<file path="src/rtl/uart_cmd_frame_parser.sv">
// uart_cmd_frame_parser
// Parses HEADER, func, channel, payload, CRC-8, FOOTER frames from the UART
// byte stream and drives channel config writes and the channel enable register.
// Build option: define ACK_TX_EN to add the 3-byte ack transmitter
// (0x5A, status, 0xA5); otherwise tx_data/tx_valid are tied low.
module uart_cmd_frame_parser #(
   parameter int         NUM_CH        = 4,
   parameter int         PAYLOAD_BYTES = 10,
   parameter logic [7:0] HEADER        = 8'h55,
   parameter logic [7:0] FOOTER        = 8'hAA,
   parameter logic [7:0] CRC_POLY      = 8'h07,
   parameter int         TIMEOUT_CYC   = 50000,
   parameter int         CNT_W         = 8,
   localparam int        CH_W          = (NUM_CH > 1) ? $clog2(NUM_CH) : 1,
   localparam int        PAY_W         = 8 * PAYLOAD_BYTES
) (
   input  logic              sys_clk,
   input  logic              sys_rst_n,
   input  logic [7:0]        rx_data,
   input  logic              rx_valid,
   output logic              cfg_wr,
   output logic [CH_W-1:0]   cfg_ch,
   output logic [PAY_W-1:0]  cfg_payload,
   output logic [NUM_CH-1:0] ch_en,
   output logic              frame_ok,
   output logic              frame_err,
   output logic [2:0]        err_code,
   output logic [CNT_W-1:0]  crc_err_cnt,
   output logic              busy,
   output logic [7:0]        tx_data,
   output logic              tx_valid,
   input  logic              tx_ready
);

   localparam int         TMO_W    = $clog2(TIMEOUT_CYC + 1);
   localparam int         BCNT_W   = (PAYLOAD_BYTES > 1) ? $clog2(PAYLOAD_BYTES) : 1;
   localparam logic [7:0] NUM_CH_B = 8'(NUM_CH);

   localparam logic [2:0] ERR_NONE    = 3'd0;
   localparam logic [2:0] ERR_CRC     = 3'd1;
   localparam logic [2:0] ERR_FOOTER  = 3'd2;
   localparam logic [2:0] ERR_TIMEOUT = 3'd3;
   localparam logic [2:0] ERR_FUNC    = 3'd4;
   localparam logic [2:0] ERR_CH      = 3'd5;

   typedef enum logic [2:0] {
      S_IDLE, S_FUNC, S_CH, S_PAY, S_CRC, S_FTR, S_EXEC
   } state_e;

   state_e state_q, state_d;

   // Frame capture registers
   logic [TMO_W-1:0]  tmo_cnt_q, tmo_cnt_d;
   logic [BCNT_W-1:0] byte_cnt_q, byte_cnt_d;
   logic [7:0]        func_q, func_d;
   logic [7:0]        ch_q, ch_d;
   logic [PAY_W-1:0]  pay_q, pay_d;
   logic [7:0]        crc_q, crc_d;
   logic              crc_ok_q, crc_ok_d;

   // Output registers
   logic              cfg_wr_q, cfg_wr_d;
   logic [CH_W-1:0]   cfg_ch_q, cfg_ch_d;
   logic [PAY_W-1:0]  cfg_payload_q, cfg_payload_d;
   logic [NUM_CH-1:0] ch_en_q, ch_en_d;
   logic              frame_ok_q, frame_ok_d;
   logic              frame_err_q, frame_err_d;
   logic [2:0]        err_code_q, err_code_d;
   logic [CNT_W-1:0]  crc_err_cnt_q, crc_err_cnt_d;

   logic tmo_hit;
   logic byte_in;

   // One CRC-8 step over a full byte, MSB first, no reflection.
   function automatic logic [7:0] crc8_next(input logic [7:0] crc, input logic [7:0] data);
      logic [7:0] c;
      c = crc ^ data;
      for (int i = 0; i < 8; i++) begin
         c = c[7] ? ((c << 1) ^ CRC_POLY) : (c << 1);
      end
      return c;
   endfunction

   assign busy    = (state_q != S_IDLE);
   // Timeout wins over a byte arriving in the same cycle; EXEC never times out.
   assign tmo_hit = busy && (state_q != S_EXEC) && (tmo_cnt_q == TMO_W'(TIMEOUT_CYC));
   assign byte_in = rx_valid && !tmo_hit && (state_q != S_EXEC);

   // State register
   always_ff @(posedge sys_clk or negedge sys_rst_n) begin
      if (!sys_rst_n) begin
         state_q <= S_IDLE;
      end else begin
         // NOTE: non-blocking assignments in clocked blocks so every flop samples pre-edge values.
         state_q <= state_d;
      end
   end

   // Next-state: one byte per transition, EXEC lasts a single cycle
   always_comb begin
      // NOTE: default first so every path assigns state_d and no latch is inferred.
      state_d = state_q;
      if (tmo_hit) begin
         state_d = S_IDLE;
      end else begin
         case (state_q)
            S_IDLE: if (rx_valid && rx_data == HEADER) state_d = S_FUNC;
            S_FUNC: if (rx_valid) state_d = S_CH;
            S_CH:   if (rx_valid) state_d = S_PAY;
            S_PAY:  if (rx_valid && byte_cnt_q == BCNT_W'(PAYLOAD_BYTES - 1)) state_d = S_CRC;
            S_CRC:  if (rx_valid) state_d = S_FTR;
            S_FTR:  if (rx_valid) state_d = S_EXEC;
            S_EXEC: state_d = S_IDLE;
            default: state_d = S_IDLE;
         endcase
      end
   end

   // Frame capture: timeout counter, field registers and running CRC
   always_comb begin
      tmo_cnt_d  = tmo_cnt_q;
      byte_cnt_d = byte_cnt_q;
      func_d     = func_q;
      ch_d       = ch_q;
      pay_d      = pay_q;
      crc_d      = crc_q;
      crc_ok_d   = crc_ok_q;

      if (!busy || state_q == S_EXEC || tmo_hit || rx_valid) begin
         tmo_cnt_d = '0;
      end else begin
         tmo_cnt_d = tmo_cnt_q + 1'b1;
      end

      if (byte_in) begin
         case (state_q)
            S_IDLE: begin
               crc_d      = 8'h00;
               byte_cnt_d = '0;
            end
            S_FUNC: begin
               func_d = rx_data;
               crc_d  = crc8_next(crc_q, rx_data);
            end
            S_CH: begin
               ch_d       = rx_data;
               crc_d      = crc8_next(crc_q, rx_data);
               byte_cnt_d = '0;
            end
            S_PAY: begin
               pay_d       = pay_q << 8;
               pay_d[7:0]  = rx_data;
               crc_d       = crc8_next(crc_q, rx_data);
               byte_cnt_d  = byte_cnt_q + 1'b1;
            end
            S_CRC: crc_ok_d = (rx_data == crc_q);
            default: ;
         endcase
      end
   end

   // Output decision: classify the frame on the footer byte, or flag a timeout
   always_comb begin
      cfg_wr_d      = 1'b0;
      frame_ok_d    = 1'b0;
      frame_err_d   = 1'b0;
      cfg_ch_d      = cfg_ch_q;
      cfg_payload_d = cfg_payload_q;
      ch_en_d       = ch_en_q;
      err_code_d    = err_code_q;
      crc_err_cnt_d = crc_err_cnt_q;

      if (tmo_hit) begin
         frame_err_d = 1'b1;
         err_code_d  = ERR_TIMEOUT;
      end else if (state_q == S_FTR && rx_valid) begin
         if (rx_data != FOOTER) begin
            frame_err_d = 1'b1;
            err_code_d  = ERR_FOOTER;
         end else if (!crc_ok_q) begin
            frame_err_d = 1'b1;
            err_code_d  = ERR_CRC;
            if (crc_err_cnt_q != '1) crc_err_cnt_d = crc_err_cnt_q + 1'b1;
         end else if (ch_q == 8'd0 || ch_q > NUM_CH_B) begin
            frame_err_d = 1'b1;
            err_code_d  = ERR_CH;
         end else if (func_q != 8'h01 && func_q != 8'h02) begin
            frame_err_d = 1'b1;
            err_code_d  = ERR_FUNC;
         end else begin
            frame_ok_d = 1'b1;
            err_code_d = ERR_NONE;
            if (func_q == 8'h01) begin
               cfg_wr_d      = 1'b1;
               cfg_ch_d      = CH_W'(ch_q - 8'd1);
               cfg_payload_d = pay_q;
            end else begin
               for (int i = 0; i < NUM_CH; i++) begin
                  if (ch_q == 8'(i + 1)) ch_en_d[i] = pay_q[PAY_W-8];
               end
            end
         end
      end
   end

   // Datapath and output flops
   always_ff @(posedge sys_clk or negedge sys_rst_n) begin
      if (!sys_rst_n) begin
         tmo_cnt_q     <= '0;
         byte_cnt_q    <= '0;
         func_q        <= '0;
         ch_q          <= '0;
         pay_q         <= '0;
         crc_q         <= '0;
         crc_ok_q      <= 1'b0;
         cfg_wr_q      <= 1'b0;
         cfg_ch_q      <= '0;
         cfg_payload_q <= '0;
         ch_en_q       <= '0;
         frame_ok_q    <= 1'b0;
         frame_err_q   <= 1'b0;
         err_code_q    <= '0;
         crc_err_cnt_q <= '0;
      end else begin
         tmo_cnt_q     <= tmo_cnt_d;
         byte_cnt_q    <= byte_cnt_d;
         func_q        <= func_d;
         ch_q          <= ch_d;
         pay_q         <= pay_d;
         crc_q         <= crc_d;
         crc_ok_q      <= crc_ok_d;
         cfg_wr_q      <= cfg_wr_d;
         cfg_ch_q      <= cfg_ch_d;
         cfg_payload_q <= cfg_payload_d;
         ch_en_q       <= ch_en_d;
         frame_ok_q    <= frame_ok_d;
         frame_err_q   <= frame_err_d;
         err_code_q    <= err_code_d;
         crc_err_cnt_q <= crc_err_cnt_d;
      end
   end

   assign cfg_wr      = cfg_wr_q;
   assign cfg_ch      = cfg_ch_q;
   assign cfg_payload = cfg_payload_q;
   assign ch_en       = ch_en_q;
   assign frame_ok    = frame_ok_q;
   assign frame_err   = frame_err_q;
   assign err_code    = err_code_q;
   assign crc_err_cnt = crc_err_cnt_q;

`ifdef ACK_TX_EN
   logic       ack_active_q, ack_active_d;
   logic [1:0] ack_idx_q, ack_idx_d;
   logic [2:0] ack_status_q, ack_status_d;

   // Ack sequencer: advance on handshake, start or refresh status on EXEC
   always_comb begin
      ack_active_d = ack_active_q;
      ack_idx_d    = ack_idx_q;
      ack_status_d = ack_status_q;
      if (ack_active_q && tx_ready) begin
         if (ack_idx_q == 2'd2) begin
            ack_active_d = 1'b0;
            ack_idx_d    = 2'd0;
         end else begin
            ack_idx_d = ack_idx_q + 2'd1;
         end
      end
      // The status byte can only be replaced before it is first presented.
      if (state_q == S_EXEC) begin
         if (!ack_active_d) begin
            ack_active_d = 1'b1;
            ack_idx_d    = 2'd0;
            ack_status_d = err_code_q;
         end else if (ack_idx_q == 2'd0) begin
            ack_status_d = err_code_q;
         end
      end
   end

   // Ack sequencer flops
   always_ff @(posedge sys_clk or negedge sys_rst_n) begin
      if (!sys_rst_n) begin
         ack_active_q <= 1'b0;
         ack_idx_q    <= 2'd0;
         ack_status_q <= 3'd0;
      end else begin
         ack_active_q <= ack_active_d;
         ack_idx_q    <= ack_idx_d;
         ack_status_q <= ack_status_d;
      end
   end

   // Ack byte mux; zero when idle
   always_comb begin
      tx_data = 8'h00;
      if (ack_active_q) begin
         case (ack_idx_q)
            2'd0:    tx_data = 8'h5A;
            2'd1:    tx_data = {5'b0, ack_status_q};
            default: tx_data = 8'hA5;
         endcase
      end
   end

   assign tx_valid = ack_active_q;
`else
   logic unused_tx_ready;
   assign unused_tx_ready = tx_ready;
   assign tx_data         = 8'h00;
   assign tx_valid        = 1'b0;
`endif

endmodule
</file>
<file path="config.mk">
export PLATFORM = sky130hd
export DESIGN_NAME = uart_cmd_frame_parser
export DESIGN_NICKNAME = d
export VERILOG_FILES = /design/src/rtl/uart_cmd_frame_parser.sv
export SDC_FILE = /design/constraint.sdc
export NUM_CORES = 1
export LEC_CHECK = 0
export BUFFER_PORTS_ARGS = -buffer_cell sky130_fd_sc_hd__buf_2
export CORE_ASPECT_RATIO = 0.6
export CORE_MARGIN = 4
export CORE_UTILIZATION = 58
export CTS_CLUSTER_DIAMETER = 150
export DETAILED_ROUTE_END_ITERATION = 6
export PLACE_DENSITY = 0.8
export SYNTH_ARGS = -nofsm -noshare
export SYNTH_HDL_FRONTEND = slang
export SYNTH_SLANG_ARGS = --single-unit
</file>
<file path="constraint.sdc">
create_clock -name sys_clk -period 3.3 [get_ports sys_clk]
set_input_delay 0.66 -clock sys_clk [delete_from_list [all_inputs] [get_ports sys_clk]]
set_output_delay 0.66 -clock sys_clk [all_outputs]
set_load 0.02 [all_outputs]
</file>
* After elaboration in Yosys (flattened, before gate mapping) *
Cells that the tools add are included.

word-level totals
  bits of input ports = 12
  output and inout bits = 110
  register bits = 228
  logic and storage cells = 144

operators by class
  magnitude comparators = 1
  muxes and demuxes = 44
  reductions and logical operators = 35
  equal/unequal tests = 26
  add/subtract/negate cells = 4
  bitwise operators = 15

operators by type and width
  cell                   number
  $mux 3                 21
  $reduce_and 8->1       4
  $not 3->3              8
  $ne 3x3->1 const B     7
  $mux 1                 19
  $pmux 3 s6             1
  $add 16x1->16 const B  1
  $eq 16x16->1 const B   1
  $eq 8x1->1 const B     2
  $eq 8x2->1 const B     2
  $mux 16                1
  $ne 8x8->1 const B     2
  $pmux 8 s2             1
  $reduce_and 2->1       6
  $eq 3x3->1 const B     3
  $add 8x1->8 const B    1
  $eq 8x3->1 const B     1
  $eq 8x7->1 const B     1
  $eq 8x8->1             1
  $gt 8x3->1 const B     1
  $logic_and 1x1->1      8
  $logic_not 8->1        1
  $ne 8x1->1 const B     1
  $ne 8x2->1 const B     1
  18 further kinds       30

* Depth between registers and ports, before layout *
Gate-level depths: netlist (run 1).

  depth in word-level cells = 18
  gate-level depth with buffers = 11
  depth with buffers taken out = 7

* Worst setup path after synthesis (run 1) *
OpenSTA, ideal clock, no wires.

  kind = input-to-reg
  start = input rx_data[1]
  end = register cfg_payload_q[10] (netlist: cfg_payload[10])
  path buffers = 4
  cell stages on the path = 9
  slack = 515 ps
  data required time = 3175 ps
  library setup time = 125 ps
  data arrival time = 2660 ps
  path through = clkbuf_1 > or4bb_1 > nor3_2 > and3_1 > buf_6 > nand4b_4 > buf_12 > buf_12 > mux2_4

on the way
  longest elaborated chain between the ends = 3

RTL lines
  element                            RTL line  text
  start: declaration                 19        input logic [7:0] rx_data,
  $ne 8x8->1                         177       if (rx_data != FOOTER) begin
  $not 1->1 (no source line)         n/a
  $reduce_and 7->1 (no source line)  n/a
  end signal: assignment             234       cfg_payload_q <= cfg_payload_d;
  end: declaration                   64        logic [PAY_W-1:0] cfg_payload_q, cfg_payload_d;

Every way passes these cells.
A chain may end at the register's enable or synchronous reset.

* Worst setup path after layout (run 1) *
  start = register tmo_cnt_q[7]
  end = register cfg_payload_q[74] (netlist: cfg_payload[74])

on the way
  longest elaborated chain between the ends = 4

RTL lines
  element                            RTL line  text
  start: declaration                 53        logic [TMO_W-1:0] tmo_cnt_q, tmo_cnt_d;
  start signal: assignment           225       tmo_cnt_q <= tmo_cnt_d;
  $eq 16x16->1                       86        assign tmo_hit = busy && (state_q != S_EXEC) && (tmo_cnt_q == TMO_W'(TIMEOUT_CYC));
  $logic_and 1x1->1                  86
  $not 1->1 (no source line)         n/a
  $reduce_and 7->1 (no source line)  n/a

Every way passes these cells.

==> impl_metrics.toml, run 1 <==
[critical_path]
reg2reg_slack_ps = 310
cp-end-kind = "flip-flop"
criticalPathCategory = "flip-flop to flip-flop"
rr_startpoint = "tmo_cnt_q[7]"
crit_arrival_ps = 3360
r2r-end = "cfg_payload[74]"
required_ps = 3670
critPathLaunchType = "flip-flop"
rr_worst_depth = 6
cp_max_fo = 17

[finish]
layout.nets = 835
final_util_pct = 68.76
area_growth_pct = 14.34
n_antenna_cell = 0
drive_gt1_share_pct = 42.51
finalNonFillerCells = 1049

[timing]
rsz0062_at_grt = "false"
setup_violations = 0
final.min_clock_period_ps = 2993
finalCritPeriodShare_pct = 90.68
slew_violations = 0
tightest_slew_ps = 799.8
fmaxAchievable_ghz = 0.3342
slew_headroom_pct = 46.49
fin_skew_ps = 6.247
fin_tns_setup_ps = 0
hold_viol = 0

[floorplanning]
die-height_um = 109.3
die_area_um2 = 19320
core_area_um2 = 16490
start_util_pct = 60.14
die_w_um = 176.8
rows = 36
pin_count = 122

[routing]
drc_errors = 0
drt-vias-per-instance = 5.489
num_vias = 5758
drt_wl_total_um = 19820
dr.first_iter.drc_count = 415
drt-wirelength-per-cell_um = 18.89
dr.pass1.iters = 5
drt.antenna.violating_nets = 0

[logic_synthesis]
avgSynthCellArea_um2 = 14.35
synthFlopType = "dfrtp_1"
synthAdderAreaFrac_pct = 1.514
async_flop_share_pct = 100.0
synthTopCellsByCount = "dfrtp_1 (228), mux2_2 (115), mux2_4 (70)"
synth_top_area_share_pct = 57.55
synth_edf_count = 0
synthTopCellsByArea = "dfrtp_1 (58%), mux2_2 (13%), mux2_4 (11%)"
synth-simple-area-share_pct = 7.597
synth_top_family_by_area = "multiplexers"
yosysMostFrequentCell = "dfrtp_1"
synth_xor_area_share_pct = 3.799
synth-compound-area-share_pct = 1.641
synth_top_cell_by_area = "dfrtp_1"
synthesis.instances = 691
seq_area_frac_synth_pct = 57.55
synth-seq-cells = 228
synth.area.mux_share_pct = 23.86
mappedNetlistArea_um2 = 9915
yosysWarnings = 0
ys_types = 47

[global_route]
grt_pass1_vias = 6043
grt_pass1_wl_um = 32400
overflow = 0
antenna_found_initial = 0
grtUsageTotal_pct = 20.99
grt_max_degree = 97

[clocking]
root_buffer = "clkbuf_16"
clock-sinks = 228
hold_buffers = 0
cts_resized = 0
clk_latency_ps = 480
cts_tree = "yes"
clk_pin_slew_ps = 60
post_cts_buffers = 0
cts_max_path_buffers = 3
cts_htree_levels = 1
cts_inserted_buffers = 21

[pwr]
power.switching_mw = 2.404
clkPwrFrac_pct = 27.9
powerDensity_nw_per_um2 = 723.6
vdd_drop_max_mv = 0.3743
combPwrFrac_pct = 22.6
p_leak_nw = 5.878
p_int_mw = 5.798
sw_frac_of_total_pct = 29.31
seqPwrFrac_pct = 49.5

[hold_path]
min_path_type = "input pin to async pin"

[place]
port_buffers = 111
dpl.cell_count = 1016
place.gp.congestion = 0.8835
dpl.hpwl_um = 13920

[status]
status = "completed"

[run]
maxCapViolCount = 0
stage by stage:
stage               worst slack [ps]  power, mW  cell area [um^2]  hold WS (ps)
floorplan                      514.7      5.369              9945         364.4
global placement               163.2      5.773             10700         462.8
detailed placement             128.1      5.961             10700         480.5
CTS                            317.9      8.279             11340         210.0
global route                   220.6      8.660             11340         221.1
finish                         307.5      8.202             11340         184.2
flip-flops by register name, indices dropped and copies added (netlist names):
signal / cells
cfg_payload: 80
pay_q: 80
tmo_cnt_q: 16
ch_q: 8
crc_err_cnt: 8
crc_q: 8
func_q: 8
byte_cnt_q: 4
ch_en: 4
err_code: 3
state_q: 3
cfg_ch: 2
cfg_wr: 1
crc_ok_q: 1
frame_err: 1
frame_ok: 1
routing by layer:
metal  global-route usage, %  wire length, um
met5                       0                0
met4                   3.201              192
met3                   4.990             1191
met2                   32.38             8821
met1                   31.37             9609
kinds of logic (layout without fill, tap and decap cells):
| family | after synthesis | count (layout) |
|---|---|---|
| xor+xnor | 43 | 43 |
| mux | 187 | 187 |
| other cells | 1 | 9 |
| flops | 228 | 228 |
| fa+ha+maj | 12 | 12 |
| compound gates | 25 | 25 |
| simple gates | 137 | 137 |
| buf+inv | 58 | 180 |
final cells by class:
type | instances | area, um^2
inverter | 18 | 67.56
multi-input combinational | 413 | 3850
fill | 1139 | 5150
clock buffer | 27 | 578.1
sequential | 228 | 5705
clock inverter | 6 | 61.31
timing repair buffer | 129 | 788.3
tap | 228 | 285.3
cell usage in the layout, fill, tap and decap left out, drive strengths merged, types with 3 or more instances in the layout:
| cell type | synthesis | layout |
|---|---|---|
| dfrtp | 228 | 228 |
| mux2 | 185 | 185 |
| buf | 22 | 129 |
| nor2 | 30 | 30 |
| clkbuf | 18 | 27 |
| xnor2 | 26 | 26 |
| nand2 | 24 | 24 |
| nand3 | 19 | 19 |
| inv | 18 | 18 |
| xor2 | 17 | 17 |
| nand4 | 16 | 16 |
| ha | 12 | 12 |
| conb | 1 | 9 |
| and3 | 6 | 6 |
| o31ai | 6 | 6 |
| a21oi | 6 | 6 |
| o21ai | 6 | 6 |
| or3 | 5 | 5 |
| or4 | 5 | 5 |
| nor4 | 5 | 5 |
| nor2b | 5 | 5 |
| nor3 | 5 | 5 |
| clkinv | 0 | 4 |
| and2 | 3 | 3 |
| nand4b | 3 | 3 |
power by group through the flow:
stage | registers (mW) | logic, mW | clock network (mW)
floorplan | 3.84 | 1.53 | 0
global placement | 4.03 | 1.74 | 0
detailed placement | 4.11 | 1.86 | 0
CTS | 4.06 | 1.88 | 2.35
global route | 4.15 | 2.04 | 2.46
finish | 4.06 | 1.86 | 2.29
worst max-delay path, stage by stage, from the launching register on:
cell and delay (ps):
dfrtp_1 450, or4_1 560, or4_1 660, and3_1 280, nand4b_4 350, buf_12 240, mux2_2 350
worst max path at each step:
stage                            start         endpoint  slack, ps  depth (start not counted)
after floorplan             rx_data[1]  cfg_payload[10]        510                          9
after detailed placement    rx_data[4]  cfg_payload[27]        130                          7
after CTS                 tmo_cnt_q[7]  cfg_payload[74]        320                          6
after global placement      rx_data[4]  cfg_payload[13]        160                          7
after global routing      tmo_cnt_q[7]  cfg_payload[76]        220                          6
final                     tmo_cnt_q[7]  cfg_payload[74]        310                          6
Power figures use the tool's default switching activity.
==> inputs of run 2 (changes only) <==
==> constraint.sdc (replaced) <==
create_clock -name sys_clk -period 3.3 [get_ports sys_clk]
set_input_delay 0.33 -clock sys_clk [delete_from_list [all_inputs] [get_ports sys_clk]]
set_output_delay 0.33 -clock sys_clk [all_outputs]
set_load 0.02 [all_outputs]
==> impl_metrics.toml, run 2 (synthesis results as in run 1) <==
[critical_path]
reg2reg_slack_ps = 260
critPathLaunchType = "flip-flop"
cp-end-kind = "flip-flop"
rr_startpoint = "tmo_cnt_q[7]"
criticalPathCategory = "flip-flop to flip-flop"
rr_worst_depth = 6
required_ps = 3670
crit_arrival_ps = 3410
cp_max_fo = 20
r2r-end = "cfg_payload[78]"

[pwr]
seqPwrFrac_pct = 48.6
vdd_drop_max_mv = 0.3844
clkPwrFrac_pct = 29.4
sw_frac_of_total_pct = 28.90
p_leak_nw = 5.859
p_int_mw = 5.957
combPwrFrac_pct = 22.0
powerDensity_nw_per_um2 = 740.6
power.switching_mw = 2.421

[place]
dpl.hpwl_um = 13990
place.gp.congestion = 0.8701
dpl_cell_area_um2 = 10610
port_buffers = 111

[clocking]
clock-sinks = 228
cts_inserted_buffers = 21
root_buffer = "clkbuf_16"
clk_latency_ps = 490
post_cts_buffers = 0
clk_pin_slew_ps = 70
cts_tree = "yes"
cts_htree_levels = 1
cts_resized = 0
cts_max_path_buffers = 3

[finish]
area_growth_pct = 14.08
n_antenna_cell = 0
final_util_pct = 68.61
fill_cells = 1128
layout_common_cells = "dfrtp_1 (228), mux2_2 (115), buf_2 (110), mux2_4 (70), nor2_1 (29)"
final_area_um2 = 11310
layout.nets = 829
layout_commonest_cell = "dfrtp_1"
drive_gt1_share_pct = 41.81

[status]
status = "completed"

[routing]
dr.first_iter.drc_count = 329
dr.pass1.iters = 7
drc_errors = 0
drt-vias-per-instance = 5.621
drt_wl_total_um = 20130
num_vias = 5880
drt-wirelength-per-cell_um = 19.24
drt.antenna.violating_nets = 0

[hold_path]
min-delay-start = "rx_data[4]"
min_path_type = "input pin to flip-flop"
whs_path_depth = 3
hold_end = "state_q[0]"

[timing]
hold_viol = 0
whs_ps = 208.5
slew_violations = 0
rsz0062_at_grt = "false"
fmaxAchievable_ghz = 0.3292
finalCritPeriodShare_pct = 92.04
tightest_slew_ps = 1094
fin_tns_setup_ps = 0
slew_headroom_pct = 26.90
fin_skew_ps = 8.594
setup_violations = 0
final.min_clock_period_ps = 3037

[floorplanning]
die-height_um = 109.3
core_area_um2 = 16490
rows = 36
pin_count = 122
die_w_um = 176.8
start_util_pct = 60.14
die_area_um2 = 19320

[global_route]
grtUsageTotal_pct = 21.20
antenna_found_initial = 1
grt_max_degree = 103
overflow = 0
grt_pass1_wl_um = 32700
grt_pass1_vias = 6041

[run]
maxCapViolCount = 0
## run 2: layer usage
layer  vias to the layer above  global-route usage, %  part of all wire [%]
met1                      3012                  30.81                    46
met3                        35                  4.955                   7.2
met5                         -                      0                     0
met4                         0                  4.581                   1.7
met2                       197                  33.14                    45
li1                       2636                      -                     -
## run 2: cell type report
cell class	instances	area, um^2	share of cell area (%)
clock buffer	30	589.3	5.210
clock inverter	6	105.1	0.9292
inverter	18	67.56	0.5973
multi-input combinational	413	3850	34.04
sequential	228	5705	50.44
tap	228	285.3	2.522
timing repair buffer	123	708.2	6.261
## run 2: worst max path at each step
stage                     cells past startpoint              end  slack (ps)         start
final                                         6  cfg_payload[78]         260  tmo_cnt_q[7]
after global routing                          6  cfg_payload[78]         160  tmo_cnt_q[7]
after CTS                                     6  cfg_payload[75]         270  tmo_cnt_q[7]
after detailed placement                      6  cfg_payload[75]         290  tmo_cnt_q[7]
after global placement                        6  cfg_payload[75]         370  tmo_cnt_q[7]
after floorplan                               9  cfg_payload[10]         610  tmo_cnt_q[7]
## run 2: power by group through the flow
stage | combinational [mW] | clock, mW | sequential [mW]
global placement | 1.72 | 0 | 4.05
floorplan | 1.53 | 0 | 3.84
CTS | 1.87 | 2.51 | 4.07
global route | 2.03 | 2.64 | 4.17
detailed placement | 1.84 | 0 | 4.12
finish | 1.84 | 2.46 | 4.07
## run 2: worst max-delay path: stages (launching register included)
cell and delay, ps:
dfrtp_1 450, or4_1 570, or4_1 670, and3_1 330, nand4b_4 170, buf_4 330, mux2_2 380
## run 2: timing repair
| item | in CTS | in global routing |
|---|---|---|
| endpoints found under the hold margin | 99 | 0 |
| hold buffers | 1 | 0 |
| setup endpoints to repair | 0 | 0 |
## run 2: stage by stage
step | setup slack, ps | power, mW | cells
2_1_floorplan | 614.0 | 5.369 | 699
3_3_place_gp | 371.5 | 5.764 | 1009
3_5_place_dp | 292.0 | 5.957 | 1009
4_1_cts | 274.6 | 8.449 | 1046
5_1_grt | 157.9 | 8.830 | 1046
6_report | 262.8 | 8.377 | 1046
==> inputs of run 3 (changes only) <==
--- a/config.mk
+++ b/config.mk
@@ -12,6 +12,7 @@
 export CTS_CLUSTER_DIAMETER = 150
 export DETAILED_ROUTE_END_ITERATION = 6
 export PLACE_DENSITY = 0.8
+export RECOVER_POWER = 25
 export SYNTH_ARGS = -nofsm -noshare
 export SYNTH_HDL_FRONTEND = slang
 export SYNTH_SLANG_ARGS = --single-unit
==> impl_metrics.toml, run 3 (synthesis results as in run 1) <==
[status]
status = "completed"

[critical_path]
crit_start = "tmo_cnt_q[7]"
rr_startpoint = "tmo_cnt_q[7]"
critPathLaunchType = "flip-flop"
required_ps = 3670
crit_arrival_ps = 3410
cp-end-kind = "flip-flop"
criticalPathCategory = "flip-flop to flip-flop"
cp_max_fo = 20

[clocking]
cts_resized = 0
cts_inserted_buffers = 21
clk_pin_slew_ps = 70
post_cts_buffers = 0
root_buffer = "clkbuf_16"
hold_buffers = 1
clk_latency_ps = 490
cts_max_path_buffers = 3
cts_tree = "yes"
clock-sinks = 228
cts_htree_levels = 1

[routing]
drt.antenna.violating_nets = 0
drc_errors = 0
dr.first_iter.drc_count = 317
num_vias = 5818
drt-vias-per-instance = 5.562
drt_wl_total_um = 20140
drt-wirelength-per-cell_um = 19.25
dr.pass1.iters = 4

[timing]
slew_headroom_pct = 26.77
fin_tns_setup_ps = 0
tightest_slew_ps = 1096
hold_viol = 0
final.min_clock_period_ps = 3044
slew_violations = 0
fmaxAchievable_ghz = 0.3286
rsz0062_at_grt = "false"
finalCritPeriodShare_pct = 92.23
fin_skew_ps = 10.29
setup_violations = 0

[finish]
area_growth_pct = 13.58
layout_commonest_cell = "dfrtp_1"
n_antenna_cell = 0
final_area_um2 = 11260
layout.nets = 829
drive_gt1_share_pct = 36.92
layout_common_cells = "dfrtp_1 (228), mux2_2 (115), mux2_4 (70), buf_2 (70), clkbuf_1 (46)"

[global_route]
grtUsageTotal_pct = 21.20
overflow = 0
grt_max_degree = 103
grt_pass1_vias = 6041
antenna_found_initial = 1
grt_pass1_wl_um = 32700

[floorplanning]
die-height_um = 109.3
rows = 36
pin_count = 122
die_w_um = 176.8
die_area_um2 = 19320
core_area_um2 = 16490
start_util_pct = 60.14

[place]
dpl_cell_area_um2 = 10610
port_buffers = 111
dpl.hpwl_um = 13990
place.gp.congestion = 0.8701

[pwr]
powerDensity_nw_per_um2 = 743.6
vdd_drop_max_mv = 0.3838
p_leak_nw = 5.685

[hold_path]
min-delay-start = "rx_data[4]"
min_path_type = "input pin to flip-flop"

[run]
maxCapViolCount = 0
==> run 3: changes by cell type in the layout (fill, tap and decap cells not counted) <==
| cell | before | now |
|---|---|---|
| buf_2 | 110 | 70 |
| clkbuf_1 | 6 | 46 |
==> run 3: final timing paths <==
| path | to | slack [ps] | cells after the start |
|---|---|---|---|
| worst max-delay path | cfg_payload[78] | 260 | 6 |
| worst min-delay path | state_q[0] | 210 | 3 |
| worst max register to register | cfg_payload[78] | 260 | 6 |
| worst min register to register | crc_q[7] | 500 | 2 |
| max in group asynchronous | func_q[6] | 1830 | 3 |
| min in group asynchronous | crc_q[5] | 460 | 2 |
==> run 3: cell type report <==
class / instances / area [um^2]
repair buffers: 123 / 658.1
clock buffers: 30 / 589.3
well taps: 228 / 285.3
fillers: 1153 / 5225
clock inverters: 6 / 105.1
inverters: 18 / 67.56
multi-input cells: 413 / 3850
flip-flops and latches: 228 / 5705
==> run 3: worst max-delay path, cell delays in order (launching register included) <==
cell and delay (ps):
dfrtp_1 450, or4_1 570, or4_1 680, and3_1 340
nand4b_4 170, buf_4 330, mux2_2 380
==> run 3: report_power, final <==
group	internal, mW	switching [mW]	total, mW
registers	3.46	0.608	4.07
logic	1.02	0.819	1.84
clock network	1.47	0.990	2.46
total	5.96	2.42	8.37
==> run 3: metal layers <==
layer  part of all wire [%]  global-route usage [%]  routed length, um  vias to the layer above
li1                       -                       -                  -                     2636
met1                     45                   30.81               9018                     2973
met5                      0                       0                  0                        -
met4                    1.7                   4.581                349                        0
met2                     45                   33.14               9123                      174
met3                    8.2                   4.955               1644                       35
==> run 3: through the flow <==
step                std cells  power (mW)  utilization, %  setup WS (ps)  hold WS [ps]
floorplan                 699       5.369               -          614.0         34.41
global placement         1009       5.764           64.34          371.5         415.0
detailed placement       1009       5.957           64.34          292.0         423.5
CTS                      1046       8.449           68.61          274.6         186.3
global route             1046       8.830           68.31          157.9         198.1
finish                   1046       8.373           68.31          256.4         212.8
